--- src/rtl/pitcher_pkg.sv ---
// Shared definitions for the pitcher front-end blocks: debouncer FSM states
// and a helper that turns millisecond timings into clock-cycle counts.
package pitcher_pkg;

    typedef enum logic [2:0] {
        WAIT_REL,
        IDLE,
        ARM,
        PRESSED,
        DISARM
    } state_e;

    localparam int unsigned CLK_HZ = 50_000_000;

    function automatic int unsigned ms_to_cyc(input int unsigned ms);
        return (CLK_HZ / 1000) * ms;
    endfunction

endpackage

--- src/rtl/ask_debouncer_if.sv ---
// Button-side bundle of the ask debouncer: raw pin in, conditioned ask,
// debounced level and hold-off busy flag out.
interface ask_debouncer_if;

    logic btn_raw;
    logic ask;
    logic btn_level;
    logic busy;

    // Drives the raw pin and consumes the conditioned outputs.
    modport master (
        output btn_raw,
        input  ask,
        input  btn_level,
        input  busy
    );

    // The debouncer itself.
    modport slave (
        input  btn_raw,
        output ask,
        output btn_level,
        output busy
    );

endinterface

--- src/rtl/sync_2ff.sv ---
// Generic two-flop synchroniser for a single asynchronous bit. RST_VAL sets
// the level both flops take during reset so the chain starts out idle.
module sync_2ff #(
    parameter bit RST_VAL = 1'b0
) (
    input  logic clk,
    input  logic rst,
    input  logic i_d,
    output logic o_q
);

    logic r_meta;
    logic r_sync;

    // Two back-to-back flops; only r_sync is safe to use downstream.
    always_ff @(posedge clk or posedge rst) begin
        if (rst) begin
            r_meta <= RST_VAL;
            r_sync <= RST_VAL;
        end else begin
            r_meta <= i_d;
            r_sync <= r_meta;
        end
    end

    assign o_q = r_sync;

endmodule

--- src/rtl/ask_debouncer.sv ---
// Push-button conditioner for the pitcher ask request: synchronises the raw
// pin, debounces it with a restartable counter, emits one ask pulse per
// qualified press and blocks new asks during a hold-off window.
module ask_debouncer
    import pitcher_pkg::*;
#(
    parameter int unsigned DEBOUNCE_CYC   = 500000,
    parameter int unsigned HOLDOFF_CYC    = 5000000,
    parameter bit          BTN_ACTIVE_LOW = 1'b1
) (
    input  logic           clk,
    input  logic           rst,
    ask_debouncer_if.slave bus
);

    localparam int DB_W = $clog2(DEBOUNCE_CYC + 1);
    localparam int HO_W = (HOLDOFF_CYC > 0) ? $clog2(HOLDOFF_CYC + 1) : 1;

    localparam logic [DB_W-1:0] DB_LAST = DB_W'(DEBOUNCE_CYC - 1);
    localparam logic [DB_W-1:0] DB_ONE  = DB_W'(1);
    localparam logic [HO_W-1:0] HO_LOAD = HO_W'(HOLDOFF_CYC);
    localparam logic [HO_W-1:0] HO_ONE  = HO_W'(1);

    logic            w_sync;
    logic            w_pressed;
    logic            w_busy_eff;
    logic            w_qual_press;
    logic            w_ask_nx;
    logic            w_level_nx;
    logic [DB_W-1:0] w_cnt_inc;
    logic [DB_W-1:0] w_cnt_nx;
    state_e          w_state_nx;

    state_e          r_state;
    logic [DB_W-1:0] r_cnt;
    logic            r_level;
    logic            r_ask;
    logic [HO_W-1:0] r_hold;
    logic            r_busy;

    // Synchroniser idles at the released pin level so reset looks like "not pressed".
    sync_2ff #(
        .RST_VAL (BTN_ACTIVE_LOW)
    ) u_sync (
        .clk (clk),
        .rst (rst),
        .i_d (bus.btn_raw),
        .o_q (w_sync)
    );

    assign w_pressed = w_sync ^ BTN_ACTIVE_LOW;
    assign w_cnt_inc = r_cnt + DB_ONE;

    // A press qualifying on the edge where hold-off expires is treated as not busy.
    assign w_busy_eff = r_busy && (r_hold != HO_ONE);
    assign w_ask_nx   = w_qual_press && !w_busy_eff;

    // Next-state logic: the counter restarts whenever the sample disagrees with the level being qualified.
    always_comb begin
        w_state_nx   = r_state;
        w_cnt_nx     = r_cnt;
        w_level_nx   = r_level;
        w_qual_press = 1'b0;
        unique case (r_state)
            WAIT_REL: begin
                if (w_pressed) begin
                    w_cnt_nx = '0;
                end else if (r_cnt == DB_LAST) begin
                    w_state_nx = IDLE;
                    w_cnt_nx   = '0;
                end else begin
                    w_cnt_nx = w_cnt_inc;
                end
            end
            IDLE: begin
                w_cnt_nx = '0;
                if (w_pressed) begin
                    w_state_nx = ARM;
                end
            end
            ARM: begin
                if (!w_pressed) begin
                    w_state_nx = IDLE;
                    w_cnt_nx   = '0;
                end else if (r_cnt == DB_LAST) begin
                    w_state_nx   = PRESSED;
                    w_cnt_nx     = '0;
                    w_level_nx   = 1'b1;
                    w_qual_press = 1'b1;
                end else begin
                    w_cnt_nx = w_cnt_inc;
                end
            end
            PRESSED: begin
                w_cnt_nx = '0;
                if (!w_pressed) begin
                    w_state_nx = DISARM;
                end
            end
            DISARM: begin
                if (w_pressed) begin
                    w_state_nx = PRESSED;
                    w_cnt_nx   = '0;
                end else if (r_cnt == DB_LAST) begin
                    w_state_nx = IDLE;
                    w_cnt_nx   = '0;
                    w_level_nx = 1'b0;
                end else begin
                    w_cnt_nx = w_cnt_inc;
                end
            end
            default: begin
                w_state_nx = WAIT_REL;
                w_cnt_nx   = '0;
            end
        endcase
    end

    // FSM state, debounce counter and registered outputs.
    always_ff @(posedge clk or posedge rst) begin
        if (rst) begin
            r_state <= WAIT_REL;
            r_cnt   <= '0;
            r_level <= 1'b0;
            r_ask   <= 1'b0;
        end else begin
            r_state <= w_state_nx;
            r_cnt   <= w_cnt_nx;
            r_level <= w_level_nx;
            r_ask   <= w_ask_nx;
        end
    end

    // Hold-off window: loaded alongside ask, busy drops on the edge the count hits zero.
    always_ff @(posedge clk or posedge rst) begin
        if (rst) begin
            r_hold <= '0;
            r_busy <= 1'b0;
        end else if (w_ask_nx && (HOLDOFF_CYC != 0)) begin
            r_hold <= HO_LOAD;
            r_busy <= 1'b1;
        end else if (r_busy) begin
            r_hold <= r_hold - HO_ONE;
            if (r_hold == HO_ONE) begin
                r_busy <= 1'b0;
            end
        end
    end

    assign bus.ask       = r_ask;
    assign bus.btn_level = r_level;
    assign bus.busy      = r_busy;

endmodule
--- src/flat_wrapper.sv ---
// flat-port wrapper written by rule: the top's interface ports become plain ports
module ask_debouncer_flat import pitcher_pkg::*;
#(
    parameter int unsigned DEBOUNCE_CYC   = 500000,
    parameter int unsigned HOLDOFF_CYC    = 5000000,
    parameter bit          BTN_ACTIVE_LOW = 1'b1
)
  (clk, rst, bus_btn_raw, bus_ask, bus_btn_level, bus_busy);
  ask_debouncer_if bus_i ();
  input  logic clk;
  input  logic rst;
  input wire logic [$bits(bus_i.btn_raw)-1:0] bus_btn_raw;
  output wire logic [$bits(bus_i.ask)-1:0] bus_ask;
  output wire logic [$bits(bus_i.btn_level)-1:0] bus_btn_level;
  output wire logic [$bits(bus_i.busy)-1:0] bus_busy;
  assign bus_i.btn_raw = bus_btn_raw;
  assign bus_ask = bus_i.ask;
  assign bus_btn_level = bus_i.btn_level;
  assign bus_busy = bus_i.busy;
  ask_debouncer #(.DEBOUNCE_CYC(DEBOUNCE_CYC), .HOLDOFF_CYC(HOLDOFF_CYC), .BTN_ACTIVE_LOW(BTN_ACTIVE_LOW)) u_core (.clk(clk), .rst(rst), .bus(bus_i));
endmodule
--- config.mk ---
export PLATFORM = sky130hd
export DESIGN_NAME = ask_debouncer_flat
export DESIGN_NICKNAME = d
export VERILOG_FILES = /design/src/rtl/pitcher_pkg.sv /design/src/rtl/ask_debouncer_if.sv /design/src/rtl/sync_2ff.sv /design/src/rtl/ask_debouncer.sv /design/src/flat_wrapper.sv
export SDC_FILE = /design/constraint.sdc
export NUM_CORES = 1
export LEC_CHECK = 0
export BUFFER_PORTS_ARGS = -buffer_cell sky130_fd_sc_hd__buf_2
export CELL_PAD_IN_SITES_DETAIL_PLACEMENT = 1
export CELL_PAD_IN_SITES_GLOBAL_PLACEMENT = 1
export CORE_AREA = 5 5 88 90
export CTS_CLUSTER_DIAMETER = 120
export DETAILED_ROUTE_END_ITERATION = 10
export DIE_AREA = 0 0 93 95
export GPL_TIMING_DRIVEN = 0
export PLACE_DENSITY = 0.63
export SYNTH_ARGS = -nofsm -noshare
export SYNTH_HDL_FRONTEND = slang
export SYNTH_SLANG_ARGS = --single-unit
export TNS_END_PERCENT = 1
--- constraint.sdc ---
create_clock -name clk -period 2.6 [get_ports clk]
set_input_delay 0.26 -clock clk [delete_from_list [all_inputs] [get_ports clk]]
set_output_delay 0.26 -clock clk [all_outputs]
set_load 0.02 [all_outputs]
==> out/results.env <==
OUTCOME='completed'
MAX_FREQ_GHz=0.392
SYNTH.DISTINCT_CELLS=50
FINAL_ANTENNA_NET_COUNT=0
POWER_SWITCHING_SHARE_PCT=25.9
WORST_HOLD_PATH.NUM_CELLS=1
IO_BUFFERS=5
REG2REG_DEPTH=8
PLACEMENT.CELL_AREA_UM2=2800
HTREE_LEVELS=2
POSTSYNTHNETCOUNT=287
TIMING_MAX_TRANSITION_VIOLATIONS_FINAL=0
SYNTH_LARGEST_AREA_CELL='dfrtp_1'
YOSYS-TOP-CELLS-AREA='dfrtp_1 45%, nor2_1 4.8%, nand2_1 3.8%'
GRTUSAGETOTAL_PCT=14.9
POSTSYNTHCELLCOUNT=281
MAX_SLEW_MARGIN_PCT=55.5
ANTENNA_FOUND_INITIAL=0
WORST_SLACK_NS=0.0485
POST-ROUTE-PERIOD-UTIL_PCT=98.1
YOSYS_WARNINGS=0
CRIT_PATH_CLASS='flop to flop'
GRT_REMAINING_OVERFLOW=0
SYNTHESIZED_AREA_PER_CELL_UM2=9.44
POST-PLACE-WS_NS=-0.185
STARTING_DENSITY_OF_THE_CORE_PCT=38.0
FINALSETUPVIOLATIONS=0
WORST_STAGE_DELAY_ON_THE_CRITICAL_PATH_NS=0.42
DETAIL_ROUTE.VIAS_PER_CELL=5.71
WORST_PATH_DOMINANT_CELL_FAMILY='compound AO/OA/AOI/OAI gates'
MAX_CAP_VIOLATIONS=0
DETAIL_ROUTE.WIRELENGTH_UM=6100
GP_CONGESTION=0.763
HOLD_PATH_END='u_core.u_sync.r_meta'
FIRST_PASS_GRT_WIRE_LENGTH_UM=10500
YS_FF_LATCH=50
CRITICAL_PATH.MOST_COMMON_CELL='clkbuf_1'
DIEAREA_UM2=8840
R2R_START='u_core.r_cnt[0]'
AREA_GROWTH_SYN_TO_LAYOUT_PCT=10.9
TOTAL_LEAKAGE_POWER_nW=1.29
POWER.IR.VDD_WORST_uV=254
YOSYS_MOST_USED_DFF='dfrtp_1'
ENDPOINT_KIND='flop'
MAXIMUM_BUFFER_DEPTH_OF_THE_CLOCK_TREE=2
POWER_REPORT.INTERNAL_TOTAL_mW=1.18
ANTENNA-DIODE-COUNT=0
DIE_WIDTH_UM=93
SYN_AREA_UM2=2650
CTS-ROOT-BUF='clkbuf_8'
SYNTHTOPCELLSBYCOUNT='48 x dfrtp_1, 34 x nor2_1, 27 x nand2_1'
DETAIL_ROUTE.ITER0.VIOLATIONS=53
CTS_INSERTED_BUFFERS=5
NETSWITCHINGPOWER_mW=0.412
MAXIMUM_NUMBER_OF_PINS_ON_ONE_NET_BEFORE_GLOBAL_ROUTE_REPAIR=36
TIMING_WORST_SLEW_PIN_VALUE_NS=0.663
FLOORPLAN.CORE_AREA_UM2=6980
CTS.SINK_COUNT=50
STD_CELL_ROWS=31
POST-DP-HPWL_UM=4450
MIN_DELAY_PATH_CLASS='input pin to flop'
POST-PLACE-CELLS=369
P_PER_AREA_nW_PER_UM2=542
WORSTSKEWPAIRLATENCY_NS=0.30
SYNTHMOSTINSTANTIATEDCELL='dfrtp_1'
FIRST_GLOBAL_VIAS=2173
POWER.SHARE.CLOCK_PCT=36.2
MIN-DELAY-START='bus_btn_raw'
POST_LAYOUT_NONFILLER_INSTANCES=377
FIRST_PASS_ITERS=4
DIEHEIGHT_UM=95
CP.BUFFERS_INVERTERS=3
CLOCK_SKEW_NS=0.0118
CRIT_REQUIRED_NS=2.77
FIN_NETS=300
SLOWEST_STAGE='o31a_1'
GRT_SETUP_UNREPAIRED='true'
CRITICAL_PATH_CELL_SEQUENCE='ha_1, clkbuf_1, nand4_1, o31a_1, buf_6, clkbuf_1, o41ai_1, a21oi_1'
SETUP.REG_TO_REG.WORST_SLACK_NS=0.05
SEQPWRFRAC_PCT=53.4
WL_PER_CELL_UM=16.2
CRITPATHLAUNCHTYPE='flop'
YS_SEQ_AREA_SHARE_PCT=47.3
WORST_R2R_ENDPOINT='u_core.r_hold[5]'
FINAL_HOLD_VIOL_COUNT=0
ASYNCSETRESETFLOPFRACSYNTH_PCT=100
POST-CTS-SETUP-BUFFER-COUNT=0
CLKTRANSATPATHREGS_NS=0.10
FIN_CRIT_NS=2.55
CRITPATHARRIVALTIME_NS=2.72
POST-ROUTE-CELL-AREA_UM2=2940
CTS_TREE='done'
PORTION_OF_SYNTHESIZED_CELL_AREA_OCCUPIED_BY_THE_LEADING_CELL_TYPE_PCT=45.3
DRT_DRC_VIOLATIONS_LEFT=0
IO-PIN-COUNT=6
COMBPWRFRAC_PCT=10.4
LAYOUT-DRIVE-GT1-SHARE_PCT=12.5
SYNTH-EDFF-COUNT=0
WORST-PATH-MAX-FANOUT=10
ROUTED-VIA-COUNT=2153
==> flip-flops by register name, indices dropped and copies added (netlist names) <==
register / count
u_core.r_hold: 23
u_core.bus.btn_level: 1
u_core.bus.busy: 1
u_core.u_sync.r_meta: 1
u_core.r_state: 3
u_core.bus.ask: 1
u_core.r_cnt: 19
u_core.u_sync.o_q: 1
==> layout make-up <==
cell class,instances,area [um^2]
Fill cell,808,4040
Multi-Input combinational cell,211,1320
Sequential cell,50,1250
Tap cell,82,103
Clock buffer,7,86.3
Buffer,13,71.3
Timing Repair Buffer,7,55.1
Clock inverter,1,30.0
Inverter,6,22.5
==> how the worst max path moves through the flow <==
stage                           start  depth (start not counted)               end
CTS                   u_core.r_cnt[0]                          8  u_core.r_hold[5]
detailed placement  u_core.u_sync.o_q                          6  u_core.r_hold[4]
global route          u_core.r_cnt[0]                          8  u_core.r_hold[5]
global placement    u_core.u_sync.o_q                          6  u_core.r_hold[4]
floorplan            u_core.r_hold[3]                          4  u_core.r_hold[9]
finish                u_core.r_cnt[0]                          8  u_core.r_hold[5]
==> kinds of logic (layout without fill, tap and decap cells) <==
| family | count (synthesis) | after routing | synth area share [%] |
|---|---|---|---|
| compound gates | 47 | 47 | 12.0 |
| xor+xnor | 19 | 19 | 6.28 |
| fa+ha+maj | 3 | 3 | 1.42 |
| buf+inv | 20 | 34 | 3.54 |
| flops | 50 | 50 | 47.3 |
| mux | 1 | 1 | 0.378 |
| simple gates | 141 | 141 | 29.1 |
==> power by group through the flow <==
stage | Clock, mW | Sequential [mW] | Combinational [mW]
5_1_grt | 0.630 | 0.860 | 0.199
6_report | 0.577 | 0.852 | 0.165
3_5_place_dp | 0 | 0.866 | 0.177
2_1_floorplan | 0 | 0.854 | 0.127
3_3_place_gp | 0 | 0.865 | 0.171
4_1_cts | 0.600 | 0.853 | 0.182
==> cells in the final DEF, fill, tap and decap left out, drive strengths merged, types with 2 or more instances in the layout <==
cell type / synthesis / routed
clkbuf: 8 / 15
nor3: 13 / 13
nor4bb: 2 / 2
dfrtp: 48 / 48
or4: 8 / 8
o32a: 3 / 3
nand3b: 3 / 3
nand3: 5 / 5
o41ai: 3 / 3
and2: 2 / 2
nand4: 8 / 8
o21ai: 12 / 12
inv: 6 / 6
buf: 6 / 11
nor4: 10 / 10
o31ai: 7 / 7
nand2: 27 / 27
nor3b: 2 / 2
a21oi: 13 / 13
nor2: 34 / 34
xor2: 11 / 11
or3: 11 / 11
and3: 6 / 6
dfstp: 2 / 2
o31a: 6 / 6
nand2b: 2 / 2
xnor2: 8 / 8
ha: 3 / 3
and4: 2 / 2
==> per-layer routing <==
metal | global-route usage [%] | wire, um
met5 | 0 | 0
met4 | 5.25 | 104
met3 | 2.55 | 127
met2 | 23.7 | 2730
met1 | 20.5 | 3140
==> through the flow <==
stage	utilization [%]	power [mW]	TNS, ns	hold WS [ns]
finish	42.1	1.59	0	0.0442
floorplan	-	0.981	0	0.264
global placement	39.8	1.04	-0.236	0.346
global route	42.1	1.69	-0.943	0.0336
detailed placement	40.1	1.04	-0.635	0.267
CTS	42.1	1.64	-0.0120	0.0375
==> what timing repair did <==
action,in CTS,in global routing
resized for setup,2,2
gates cloned,0,0
hold buffers,1,0
endpoints found under the setup margin,6,22
endpoints found under the hold margin,15,0
No activity file was read; power rests on OpenSTA's default activity.
